## config.mk

```make
export PLATFORM = sky130hd
export DESIGN_NAME = multicycle_ctrl_fsm
export DESIGN_NICKNAME = d
export VERILOG_FILES = /design/src/rtl/mc_ctrl_pkg.sv /design/src/rtl/mc_ctrl_outdec.sv /design/src/rtl/multicycle_ctrl_fsm.sv
export SDC_FILE = /design/constraint.sdc
export NUM_CORES = 1
export LEC_CHECK = 0
export CAP_MARGIN = 20
export CORE_MARGIN = 2
export CORE_UTILIZATION = 53
export DETAILED_ROUTE_END_ITERATION = 8
export MAX_ROUTING_LAYER = met4
export PLACE_DENSITY = 0.86
export REMOVE_ABC_BUFFERS = 1
export SYNTH_ARGS = -nofsm -noshare
export SYNTH_HDL_FRONTEND = slang
export SYNTH_SLANG_ARGS = --single-unit
```

## constraint.sdc

```tcl
create_clock -name clk -period 3.8 [get_ports clk]
set_clock_uncertainty 0.1 [all_clocks]
set_input_delay 0.76 -clock clk [delete_from_list [all_inputs] [get_ports clk]]
set_output_delay 0.76 -clock clk [all_outputs]
set_load 0.02 [all_outputs]
```

## src/rtl/mc_ctrl_pkg.sv

```systemverilog
// Shared encodings for the multi-cycle RV control FSM: state codes, opcodes,
// ALU source/op selects and a helper that flags the memory-wait states.
package mc_ctrl_pkg;

    typedef logic [3:0] state_t;

    localparam state_t ST_IDLE     = 4'd0;
    localparam state_t ST_FETCH    = 4'd1;
    localparam state_t ST_DECODE   = 4'd2;
    localparam state_t ST_EXEC_R   = 4'd3;
    localparam state_t ST_R_WB     = 4'd4;
    localparam state_t ST_MEM_ADDR = 4'd5;
    localparam state_t ST_MEM_RD   = 4'd6;
    localparam state_t ST_MEM_WB   = 4'd7;
    localparam state_t ST_MEM_WR   = 4'd8;
    localparam state_t ST_BRANCH   = 4'd9;
    localparam state_t ST_TRAP     = 4'd10;

    localparam logic [6:0] OP_R   = 7'b0110011;
    localparam logic [6:0] OP_LD  = 7'b0000011;
    localparam logic [6:0] OP_SD  = 7'b0100011;
    localparam logic [6:0] OP_BEQ = 7'b1100011;

    localparam logic [1:0] SRCB_RS2     = 2'b00;
    localparam logic [1:0] SRCB_FOUR    = 2'b01;
    localparam logic [1:0] SRCB_IMM     = 2'b10;
    localparam logic [1:0] SRCB_IMM_SH1 = 2'b11;

    localparam logic [1:0] ALUOP_ADD   = 2'b00;
    localparam logic [1:0] ALUOP_SUB   = 2'b01;
    localparam logic [1:0] ALUOP_FUNCT = 2'b10;

    // States that hold a memory request open and are subject to the timeout
    function automatic logic is_wait_state(input state_t st);
        return (st == ST_FETCH) || (st == ST_MEM_RD) || (st == ST_MEM_WR);
    endfunction

endpackage

```

## src/rtl/mc_ctrl_outdec.sv

```systemverilog
// Combinational state -> control-word decoder. Handshake-dependent gating
// (mem_ready, zero) is applied by the parent.
module mc_ctrl_outdec
    import mc_ctrl_pkg::*;
(
    input  state_t     state,
    output logic       pc_write,
    output logic       pc_write_cond,
    output logic       iord,
    output logic       mem_read,
    output logic       mem_write,
    output logic       ir_write,
    output logic       mem_to_reg,
    output logic       reg_write,
    output logic       alu_src_a,
    output logic [1:0] alu_src_b,
    output logic [1:0] alu_op,
    output logic       pc_source
);

    always_comb begin
        pc_write      = 1'b0;
        pc_write_cond = 1'b0;
        iord          = 1'b0;
        mem_read      = 1'b0;
        mem_write     = 1'b0;
        ir_write      = 1'b0;
        mem_to_reg    = 1'b0;
        reg_write     = 1'b0;
        alu_src_a     = 1'b0;
        alu_src_b     = SRCB_RS2;
        alu_op        = ALUOP_ADD;
        pc_source     = 1'b0;
        case (state)
            ST_FETCH: begin
                mem_read  = 1'b1;
                ir_write  = 1'b1;
                pc_write  = 1'b1;
                alu_src_b = SRCB_FOUR;
            end
            // PC + (imm<<1) is computed speculatively so BRANCH finds the target in ALUOut
            ST_DECODE: begin
                alu_src_b = SRCB_IMM_SH1;
            end
            ST_EXEC_R: begin
                alu_src_a = 1'b1;
                alu_op    = ALUOP_FUNCT;
            end
            ST_R_WB: begin
                reg_write = 1'b1;
            end
            ST_MEM_ADDR: begin
                alu_src_a = 1'b1;
                alu_src_b = SRCB_IMM;
            end
            ST_MEM_RD: begin
                mem_read = 1'b1;
                iord     = 1'b1;
            end
            ST_MEM_WB: begin
                reg_write  = 1'b1;
                mem_to_reg = 1'b1;
            end
            ST_MEM_WR: begin
                mem_write = 1'b1;
                iord      = 1'b1;
            end
            ST_BRANCH: begin
                alu_src_a     = 1'b1;
                alu_op        = ALUOP_SUB;
                pc_source     = 1'b1;
                pc_write_cond = 1'b1;
            end
            ST_IDLE, ST_TRAP: begin
            end
            default: begin
            end
        endcase
    end

endmodule

```

## src/rtl/multicycle_ctrl_fsm.sv

```systemverilog
// Multi-cycle main control FSM: state register, opcode-driven sequencing, memory
// timeout and retire counter. Define ILLEGAL_TRAP_EN to trap on unknown opcodes.
module multicycle_ctrl_fsm
    import mc_ctrl_pkg::*;
#(
    parameter int OPCODE_W = 7,
    parameter int CNT_W    = 32,
    parameter int MEM_TO   = 16
) (
    input  logic                clk,
    input  logic                rst_n,
    input  logic                run,
    input  logic [OPCODE_W-1:0] opcode,
    input  logic                zero,
    input  logic                mem_ready,
    output logic                pc_en,
    output logic                iord,
    output logic                mem_read,
    output logic                mem_write,
    output logic                ir_write,
    output logic                mem_to_reg,
    output logic                reg_write,
    output logic                alu_src_a,
    output logic [1:0]          alu_src_b,
    output logic                alu_op1,
    output logic                alu_op0,
    output logic                pc_source,
    output logic                busy,
    output logic                instr_done,
    output logic                mem_timeout,
    output logic [CNT_W-1:0]    instr_count
`ifdef ILLEGAL_TRAP_EN
    ,
    output logic                illegal
`endif
);

    localparam int WAIT_W = (MEM_TO > 1) ? $clog2(MEM_TO) : 1;

    state_t            state;
    state_t            state_next;
    state_t            after_retire;
    logic [WAIT_W-1:0] wait_cnt;
    logic              timeout_hit;
    logic              retire;
    logic              op_r, op_ld, op_sd, op_beq, op_known;
    logic              dec_pc_write, dec_pc_write_cond, dec_ir_write;
    logic [1:0]        dec_alu_op;

    mc_ctrl_outdec u_outdec (
        .state         (state),
        .pc_write      (dec_pc_write),
        .pc_write_cond (dec_pc_write_cond),
        .iord          (iord),
        .mem_read      (mem_read),
        .mem_write     (mem_write),
        .ir_write      (dec_ir_write),
        .mem_to_reg    (mem_to_reg),
        .reg_write     (reg_write),
        .alu_src_a     (alu_src_a),
        .alu_src_b     (alu_src_b),
        .alu_op        (dec_alu_op),
        .pc_source     (pc_source)
    );

    assign op_r     = (opcode == OPCODE_W'(OP_R));
    assign op_ld    = (opcode == OPCODE_W'(OP_LD));
    assign op_sd    = (opcode == OPCODE_W'(OP_SD));
    assign op_beq   = (opcode == OPCODE_W'(OP_BEQ));
    assign op_known = op_r | op_ld | op_sd | op_beq;

    assign after_retire = run ? ST_FETCH : ST_IDLE;

    // A ready response on the terminal wait cycle takes priority over the abort
    always_comb begin
        timeout_hit = 1'b0;
        if ((MEM_TO != 0) && is_wait_state(state) && !mem_ready &&
            (wait_cnt == WAIT_W'(MEM_TO - 1)))
            timeout_hit = 1'b1;
    end

    always_comb begin
        retire = 1'b0;
        case (state)
            ST_R_WB, ST_MEM_WB, ST_BRANCH: retire = 1'b1;
            ST_MEM_WR:                     retire = mem_ready;
`ifdef ILLEGAL_TRAP_EN
            ST_DECODE:                     retire = 1'b0;
`else
            ST_DECODE:                     retire = !op_known;
`endif
            default:                       retire = 1'b0;
        endcase
    end

    always_comb begin
        state_next = state;
        case (state)
            ST_IDLE:     if (run) state_next = ST_FETCH;
            ST_FETCH: begin
                if (mem_ready)        state_next = ST_DECODE;
                else if (timeout_hit) state_next = ST_IDLE;
            end
            ST_DECODE: begin
                if (op_r)                state_next = ST_EXEC_R;
                else if (op_ld || op_sd) state_next = ST_MEM_ADDR;
                else if (op_beq)         state_next = ST_BRANCH;
`ifdef ILLEGAL_TRAP_EN
                else                     state_next = ST_TRAP;
`else
                else                     state_next = after_retire;
`endif
            end
            ST_EXEC_R:   state_next = ST_R_WB;
            ST_MEM_ADDR: state_next = op_ld ? ST_MEM_RD : ST_MEM_WR;
            ST_MEM_RD: begin
                if (mem_ready)        state_next = ST_MEM_WB;
                else if (timeout_hit) state_next = ST_IDLE;
            end
            ST_MEM_WR: begin
                if (mem_ready)        state_next = after_retire;
                else if (timeout_hit) state_next = ST_IDLE;
            end
            ST_R_WB, ST_MEM_WB, ST_BRANCH: state_next = after_retire;
`ifdef ILLEGAL_TRAP_EN
            ST_TRAP:     state_next = ST_TRAP;
`endif
            default:     state_next = ST_IDLE;
        endcase
    end

    // The wait counter restarts on every state change, so each wait state sees a fresh budget
    always_ff @(posedge clk or negedge rst_n) begin
        if (!rst_n) begin
            state       <= ST_IDLE;
            wait_cnt    <= '0;
            instr_count <= '0;
        end else begin
            state <= state_next;
            if (state_next != state)
                wait_cnt <= '0;
            else if ((MEM_TO != 0) && is_wait_state(state) && !mem_ready)
                wait_cnt <= wait_cnt + WAIT_W'(1);
            if (retire)
                instr_count <= instr_count + CNT_W'(1);
        end
    end

    assign pc_en       = (dec_pc_write & mem_ready) | (dec_pc_write_cond & zero);
    assign ir_write    = dec_ir_write & mem_ready;
    assign alu_op1     = dec_alu_op[1];
    assign alu_op0     = dec_alu_op[0];
    assign busy        = (state != ST_IDLE);
    assign instr_done  = retire;
    assign mem_timeout = timeout_hit;
`ifdef ILLEGAL_TRAP_EN
    assign illegal     = (state == ST_TRAP);
`endif

endmodule

```

==> impl_results.md, run 1 <==
* Reg power frac at between 30% and 40%
* Multi-input logic area at between 1000 and 1500 sq um
* Post-Synthesis Cells at 235
* Filler instances at 328
* Synth cell types at 46
* Num CTS Buffers at 5
* Max clock buf depth at 2
* Final core utilization at 70.3%
* Area Growth Syn to Fin at 30.1%
* RSZ-0062 raised after global routing: false
* Critical path arrival at 2640 ps
* Worst hold endpoint: instr_count[31]$_DFFE_PN0P_
* Vias in the first global route at between 1.5k and 2k
* FF-to-FF setup slack at around 1100 ps
* CP Max Fanout at 10
* Worst Hold Launch: instr_count[31]$_DFFE_PN0P_
* Core box area at approximately 4300 sq um
* Clk sink count at 40
* DP Area at 2890 sq um
* Die width at 70.2 um
* Tmin final at 3500 ps
* Fraction of layout cells with a size suffix above 1 at about 5.5%
* Reg clk slew, reported paths at 70 ps
* Max_cap viols at 0
* Internal power at 1.06 mW
* Part of the Yosys area used for sequential elements at between 40% and 50%
* WP data required at about 3000 ps
* Setup CP Type: input port to primary output
* Combinational fraction of design power at around two fifths
* Vias per cell at just under 6
* Drt first pass iters at 4
* DR WL/cell at 15.4 um
* RR Startpoint: state[1]$_DFF_PN0_
* Commonest non-fill, non-tap cells in the layout: clkdlybuf4s50_1 (58), dfrtp_1 (40), xnor2_1 (27)
* CTS resizes at 0
* Slew Viols, Final at 0
* Slew @ Worst Pin at 853 ps
* Worst-Skew Late Latency at slightly above 300 ps
* PD cells at between 500 and 600 nW/um^2
* TritonCTS clock tree: yes
* Worst hold-check path type: register to register
* Initial antenna violation count at 0
* Crit. End Element: primary output
* CTS root buf: clkbuf_8
* Crit path launch type: input port
* H-tree levels at 2
* Total GRT Usage at a little under a quarter
* Tcrit/Tclk final at around 92%
* Syn avg cell area at a little under 10 sq um
* Setup Viol. Count Final at 0
* Switching Fraction at 38.2%
* Die area at between 4000 and 5000 sq um
* Leak at around 1.3 nW
* Post-synthesis async set-or-reset flop share at between 90% and 100%
* Largest net degree at the start of global routing at 41
* FMAX at approximately 290 MHz
* Post-synth EDFFs at 0
* Die Y at around 70 um
* #FFs+latches synth at 40
* Cells on worst reg2reg path at 6
* Gpl congestion at roughly 0.84
* # rows at 24
* Fin nets at 302
* DR vias at 1,974
* Dpl cells at 333
* IO Port Bufs at 59
* Clk pwr share at roughly 22%
* CTS Hold Bufs at 0
* Post-synth top flop: dfrtp_1
* I/O pins at 60
* WL final at about 5.2 mm
* Post-route cell area at ~3000 sq um
* Post-CTS Setup Bufs at 0
* Layout Cells excl Fill at about 340
* Gr ovfl total at 0
* Final ANT Viol Nets at 0
* Post-Route Setup TNS at 0 ps
* DR DRC count at 0
* Number of diodes at 0
* Mapped Area at approximately 2300 sq um
* Final Hold Violating Endpoints at 0
* Slew HR at between 40% and 50%
* Total power draw at 1.71 mW
* Post-DP HPWL at around 3.8 mm
* First-pass GRT wire length at slightly below 9 mm
* Reg-to-Reg End: instr_count[27]$_DFFE_PN0P_
* Worst hold stages at 1
* Switching Power at 0.655 mW
* Synth warn at 0
* Status: complete, no violations
* Starting DRT DRC Count at about 130
* Worst vdd ir at around 0.0005 V
* Commonest non-fill, non-tap cell in the layout: clkdlybuf4s50_1
* FF/Latch Area at roughly 1000 sq um
* Starting Density at a little over half
[worst max-delay path, cell delays in order]
cell,delay (ps)
clkdlybuf4s50_1,570
or3_1,400
o22ai_2,120
and2b_1,170
clkdlybuf4s50_1,610
[kinds of logic (layout without fill, tap and decap cells)]
| group | after synthesis | count (layout) | synth area share [%] |
|---|---|---|---|
| xor+xnor | 37 | 37 | 14.0 |
| mux | 4 | 4 | 1.78 |
| compound gates | 26 | 26 | 7.98 |
| fa+ha+maj | 2 | 2 | 1.08 |
| flops | 40 | 40 | 43.1 |
| buf+inv | 19 | 73 | 4.64 |
| simple gates | 107 | 107 | 27.4 |
[cell type report]
class	count	area share [%]
multi-input cells	176	40.1
clock inverters	1	0.994
inverters	4	0.497
repair buffers	61	19.9
clock buffers	7	3.19
well taps	52	2.15
flip-flops and latches	40	33.1
[layer usage]
| metal | track usage [%] | routed length, um | vias up |
|---|---|---|---|
| met3 | 6.35 | 288 | 6 |
| met4 | 6.84 | 63 | 0 |
| met5 | - | 0 | - |
| li1 | - | - | 943 |
| met1 | 26.4 | 2180 | 963 |
| met2 | 40.3 | 2710 | 62 |
[stage by stage]
stage | hold WS (ps) | setup WS [ps]
after floorplan | 364 | 1200
after global placement | 365 | 372
after detailed placement | 370 | 313
after CTS | 384 | 303
after global routing | 409 | 218
final | 379 | 304
[power by group through the flow]
| stage | Sequential [mW] | Combinational [mW] | Clock, mW |
|---|---|---|---|
| floorplan | 0.611 | 0.417 | 0 |
| global placement | 0.612 | 0.707 | 0 |
| detailed placement | 0.614 | 0.721 | 0 |
| CTS | 0.607 | 0.725 | 0.390 |
| global route | 0.621 | 0.783 | 0.405 |
| finish | 0.609 | 0.720 | 0.384 |
[worst max-delay path by stage]
| stage | start | end | slack [ps] |
|---|---|---|---|
| final | mem_ready | mem_timeout | 300 |
| after global routing | mem_ready | mem_timeout | 220 |
| after CTS | mem_ready | mem_timeout | 300 |
| after detailed placement | mem_ready | mem_timeout | 310 |
| after global placement | mem_ready | mem_timeout | 370 |
| after floorplan | opcode[2] | instr_count[19]$_DFFE_PN0P_ | 1200 |
[synth_stat cells (2+ instances only)]
cell type / n / area, sq um
nor4bb_1: 2 / 20.0
nand3_1: 14 / 70.1
nand4_1: 11 / 68.8
nor2_1: 15 / 56.3
nand4bb_1: 2 / 22.5
clkbuf_1: 2 / 7.51
o31ai_1: 2 / 15.0
and3_1: 11 / 68.8
a221o_1: 2 / 20.0
o21ai_0: 4 / 20.0
mux2i_1: 3 / 30.0
nor2b_1: 10 / 62.6
xnor2_1: 27 / 236
and4_1: 3 / 26.3
nor3_1: 12 / 60.1
xor2_1: 10 / 87.6
buf_2: 8 / 40.0
buf_4: 3 / 22.5
inv_1: 4 / 15.0
ha_1: 2 / 25.0
a22oi_1: 2 / 15.0
a211oi_1: 2 / 15.0
nand2b_1: 4 / 25.0
nand3b_1: 2 / 15.0
o22ai_1: 2 / 12.5
dfrtp_1: 40 / 1000
buf_6: 2 / 22.5
or3_1: 2 / 12.5
a21oi_1: 4 / 20.0
nand2_1: 12 / 45.0
[flip-flops by register name, indices dropped and copies added (netlist names)]
signal	flops
wait_cnt	4
instr_count	32
state	4
Power figures use the tool's default switching activity.
==> run 2: changes to the inputs <==
--- a/config.mk
+++ b/config.mk
@@ -8,6 +8,7 @@
 export CAP_MARGIN = 20
 export CORE_MARGIN = 2
 export CORE_UTILIZATION = 53
+export CTS_BUF_LIST = sky130_fd_sc_hd__clkbuf_16
 export DETAILED_ROUTE_END_ITERATION = 8
 export MAX_ROUTING_LAYER = met4
 export PLACE_DENSITY = 0.86
==> impl_results.md, run 2 (synthesis results as in run 1) <==
* CTS root buf: clkbuf_16
* Final ANT Viol Nets at 0
* Setup CP Type: input port to primary output
* Post-Route Setup TNS at 0 ps
* Cells on worst reg2reg path at 6
* RSZ-0062 raised after global routing: false
* Gpl congestion at 0.842
* Worst setup path end: mem_timeout
* Slew Viols, Final at 0
* Initial antenna violation count at 0
* Final Hold Violating Endpoints at 0
* Starting DRT DRC Count at ~140
* Worst Hold Launch: instr_count[31]$_DFFE_PN0P_
* Num CTS Buffers at 5
* Slew @ Worst Pin at slightly below 900 ps
* CTS Hold Bufs at 0
* FMAX at between 200 and 300 MHz
* Worst slack, placed at around 310 ps
* Fin nets at 302
* Commonest non-fill, non-tap cells in the layout: clkdlybuf4s50_1 (58), dfrtp_1 (40), xnor2_1 (27)
* Die Y at 70.2 um
* Clk sink count at 40
* Slew HR at between 40% and 50%
* Number of diodes at 0
* Starting Density at a little over half
* Commonest non-fill, non-tap cell in the layout: clkdlybuf4s50_1
* WL final at 5.42 mm
* Post-CTS Setup Bufs at 0
* Filler instances at roughly 320
* FF/Latch Area at between 1000 and 1500 sq um
* Multi-input logic area at 1210 sq um
* I/O pins at 60
* Max clock buf depth at 2
* First-pass GRT wire length at between 9 and 10 mm
* Worst vdd ir at about 0.00047 V
* Tmin final at about 3500 ps
* DR WL/cell at 15.9 um
* Setup Viol. Count Final at 0
* Die width at ~70 um
* Fraction of layout cells with a size suffix above 1 at 4.84%
* IO Port Bufs at just under 60
* DR vias at a little under 2k
* Max_cap viols at 0
* CTS resizes at 0
* CP Max Fanout at 10
* Reg clk slew, reported paths at about 50 ps
* TritonCTS clock tree: yes
* Max FFs per register at 32
* PD cells at just under 600 nW/um^2
* Reg-to-Reg End: instr_count[27]$_DFFE_PN0P_
* Vias per cell at approximately 5.8
* Largest net degree at the start of global routing at 41
* H-tree levels at 2
* Critical path arrival at 2650 ps
* Core box area at 4290 sq um
* Die area at between 4000 and 5000 sq um
* Vias in the first global route at approximately 2.0k
* Area Growth Syn to Fin at 31.7%
* Worst Setup SP: mem_ready
* WP data required at slightly below 3000 ps
* Crit path launch type: input port
* Status: complete, no violations
* Worst-Skew Late Latency at around 280 ps
* Total GRT Usage at a little under a quarter
* Gr ovfl total at 0
* Largest register by flop count: instr_count
* Leak at between 1 and 1.5 nW
* Setup slack after layout at between 200 and 300 ps
* Crit. End Element: primary output
* Worst hold-check path type: register to register
* DR DRC count at 0
* Drt first pass iters at 4
* # rows at 24
* Post-DP HPWL at 3.77 mm
* Biggest regs: instr_count x32, state x4, wait_cnt x4
* RR Startpoint: state[1]$_DFF_PN0_
* Tcrit/Tclk final at just over 90%
* FF-to-FF setup slack at ~1100 ps
[run 2: cell count changes in the layout (fill, tap and decap cells not counted), sizes merged]
cell and delta:
clkbuf -2, clkinv +2
[run 2: worst max-delay path, cell delays in order]
cell and delay, ps:
clkdlybuf4s50_1 580, or3_1 410, o22ai_2 120, and2b_1 170, clkdlybuf4s50_1 610
[run 2: worst min path at each step]
stage	end	slack [ps]	cells past startpoint
global route	instr_count[31]$_DFFE_PN0P_	410	1
CTS	instr_count[31]$_DFFE_PN0P_	380	1
detailed placement	instr_count[31]$_DFFE_PN0P_	370	1
finish	instr_count[31]$_DFFE_PN0P_	370	1
floorplan	instr_count[0]$_DFFE_PN0P_	360	0
global placement	instr_count[31]$_DFFE_PN0P_	360	1
[run 2: where the power goes]
part | internal [mW] | switching, mW | total [mW]
Combinational | 0.355 | 0.368 | 0.723
Sequential | 0.473 | 0.136 | 0.610
Clock | 0.305 | 0.156 | 0.460
[run 2: cell type report]
type | count | area share (%)
timing repair buffer | 61 | 19.6
inverter | 4 | 0.491
multi-input combinational | 176 | 39.7
sequential | 40 | 32.7
tap | 52 | 2.13
clock inverter | 3 | 1.23
clock buffer | 5 | 4.09
[run 2: per-stage QoR]
step | total power [mW] | cells | cell area, sq um | hold WS [ps] | utilization [%]
2_1_floorplan | 1.03 | 220 | 2230 | 364 | -
3_3_place_gp | 1.32 | 333 | 2890 | 365 | 67.4
3_5_place_dp | 1.33 | 333 | 2890 | 370 | 67.4
4_1_cts | 1.80 | 341 | 3060 | 380 | 71.2
5_1_grt | 1.89 | 341 | 3060 | 405 | 71.2
6_report | 1.79 | 341 | 3060 | 374 | 71.2
[run 2: routing by layer]
layer | part of all wire, % | up-vias | global-route usage, %
met5 | 0 | - | -
met4 | 1.4 | 0 | 6.20
met3 | 5.1 | 7 | 5.77
met2 | 53 | 60 | 42.2
met1 | 41 | 980 | 26.8
li1 | - | 943 | -
==> run 3: changes to the inputs <==
--- a/config.mk
+++ b/config.mk
@@ -10,7 +10,6 @@
 export CORE_UTILIZATION = 53
 export CTS_BUF_LIST = sky130_fd_sc_hd__clkbuf_16
 export DETAILED_ROUTE_END_ITERATION = 8
-export MAX_ROUTING_LAYER = met4
 export PLACE_DENSITY = 0.86
 export REMOVE_ABC_BUFFERS = 1
 export SYNTH_ARGS = -nofsm -noshare
==> impl_results.md, run 3 (synthesis results as in run 1) <==
* Status: complete, no violations
* Gpl congestion at slightly above 0.8
* Commonest non-fill, non-tap cell in the layout: clkdlybuf4s50_1
* TritonCTS clock tree: yes
* DR DRC count at 0
* Area Growth Syn to Fin at 31.7%
* # rows at 24
* WP data required at 2940 ps
* Worst vdd ir at around 0.00047 V
* H-tree levels at 2
* RSZ-0062 raised after global routing: false
* Crit. End Element: primary output
* Total GRT Usage at roughly 23%
* Worst slack, placed at 313 ps
* Initial antenna violation count at 0
* Die Y at ~70 um
* CTS resizes at 0
* Tmin final at approximately 3500 ps
* Largest register by flop count: instr_count
* FMAX at approximately 290 MHz
* Final ANT Viol Nets at 0
* Gr ovfl total at 0
* Setup CP Type: input port to primary output
* Die area at ~4900 sq um
* Slew Viols, Final at 0
* Fin nets at a little over 300
* Most used cell, CP: clkdlybuf4s50_1
* DR vias at between 2k and 2.5k
* RR Startpoint: state[1]$_DFF_PN0_
* DP Area at 2890 sq um
* Crit path launch type: input port
* WL final at ~5.5 mm
* Post-Route Setup TNS at 0 ps
* Post-DP HPWL at 3.77 mm
* Reg clk slew, reported paths at roughly 50 ps
* Biggest regs: instr_count x32, state x4, wait_cnt x4
* Die width at around 70 um
* CP Cell Sequence: clkdlybuf4s50_1, or3_1, o22ai_2, and2b_1, clkdlybuf4s50_1
* Critical path arrival at between 2000 and 3000 ps
* Final Hold Violating Endpoints at 0
* Worst Hold Launch: instr_count[31]$_DFFE_PN0P_
* Vias per cell at 5.87
* Worst hold-check path type: register to register
* I/O pins at 60
* Num CTS Buffers at 5
* Worst Setup SP: mem_ready
* PD cells at 587 nW/um^2
* Vias in the first global route at ~2k
* Cells on worst reg2reg path at 6
* Fraction of layout cells with a size suffix above 1 at 4.84%
* Post-route cell area at ~3100 sq um
* Post-CTS Setup Bufs at 0
* Buffers & Inverters on Critical Path at 2
* Leak at roughly 1.3 nW
* Number of diodes at 0
* Max_cap viols at 0
* Drt first pass iters at 4
* Starting DRT DRC Count at ~140
* Commonest non-fill, non-tap cells in the layout: clkdlybuf4s50_1 (58), dfrtp_1 (40), xnor2_1 (27)
* Top delay family on crit path: buffers and inverters
* Tcrit/Tclk final at between 90 and 100%
* Max clock buf depth at 2
* CTS root buf: clkbuf_16
* Filler instances at roughly 320
* Core box area at between 4000 and 5000 sq um
* CTS Hold Bufs at 0
* Starting Density at between 50% and 60%
* Max stage delay cell, worst path: clkdlybuf4s50_1
* Worst path depth at 5
* Crit-path max cell delay at ~600 ps
* Hold_ws at 377 ps
* DR WL/cell at around 16 um
* Total power draw at approximately 1.8 mW
* IO Port Bufs at 59
* Worst hold stages at 1
* Largest net degree at the start of global routing at slightly above 40
* Max FFs per register at 32
* Slew @ Worst Pin at roughly 860 ps
* Clk sink count at 40
* Worst-Skew Late Latency at between 200 and 300 ps
* CP Max Fanout at 10
* Setup Viol. Count Final at 0
* Slew HR at around 42%
* Setup slack after layout at roughly 310 ps
* First-pass GRT wire length at ~9.1 mm
==> run 3: cell counts in the layout (fill, tap and decap cells not counted) <==
No cell type changed its count.
==> run 3: final cells by class <==
cell class | instances | area, sq um | share of cell area (%)
clock buffer | 5 | 125 | 4.09
inverter | 4 | 15.0 | 0.491
multi-input combinational | 176 | 1210 | 39.7
sequential | 40 | 1000 | 32.7
clock inverter | 3 | 37.5 | 1.23
timing repair buffer | 61 | 601 | 19.6
tap | 52 | 65.1 | 2.13
==> run 3: final timing paths <==
kind | slack [ps] | to
max in group asynchronous | 2560 | instr_count[31]$_DFFE_PN0P_
worst max-delay path | 310 | mem_timeout
worst min register to register | 380 | instr_count[31]$_DFFE_PN0P_
worst max register to register | 1060 | instr_count[27]$_DFFE_PN0P_
worst min-delay path | 380 | instr_count[31]$_DFFE_PN0P_
min in group asynchronous | 490 | instr_count[25]$_DFFE_PN0P_
==> run 3: power by group <==
part	leakage [nW]	internal, mW	total, mW	switching, mW
Combinational	0.673	0.355	0.724	0.369
Sequential	0.531	0.473	0.610	0.136
Clock	0.0789	0.305	0.460	0.155
==> run 3: per-stage QoR <==
step / utilization [%] / instances
after floorplan: - / 220
after global placement: 67.4 / 333
after detailed placement: 67.4 / 333
after CTS: 71.2 / 341
after global routing: 71.2 / 341
final: 71.2 / 341
==> run 3: layer usage <==
metal / track usage [%] / routed length, um / vias up
met5: 0 / 0 / -
met4: 6.20 / 64 / 0
met3: 6.20 / 315 / 6
li1: - / - / 946
met1: 26.4 / 2230 / 976
met2: 42.2 / 2840 / 75
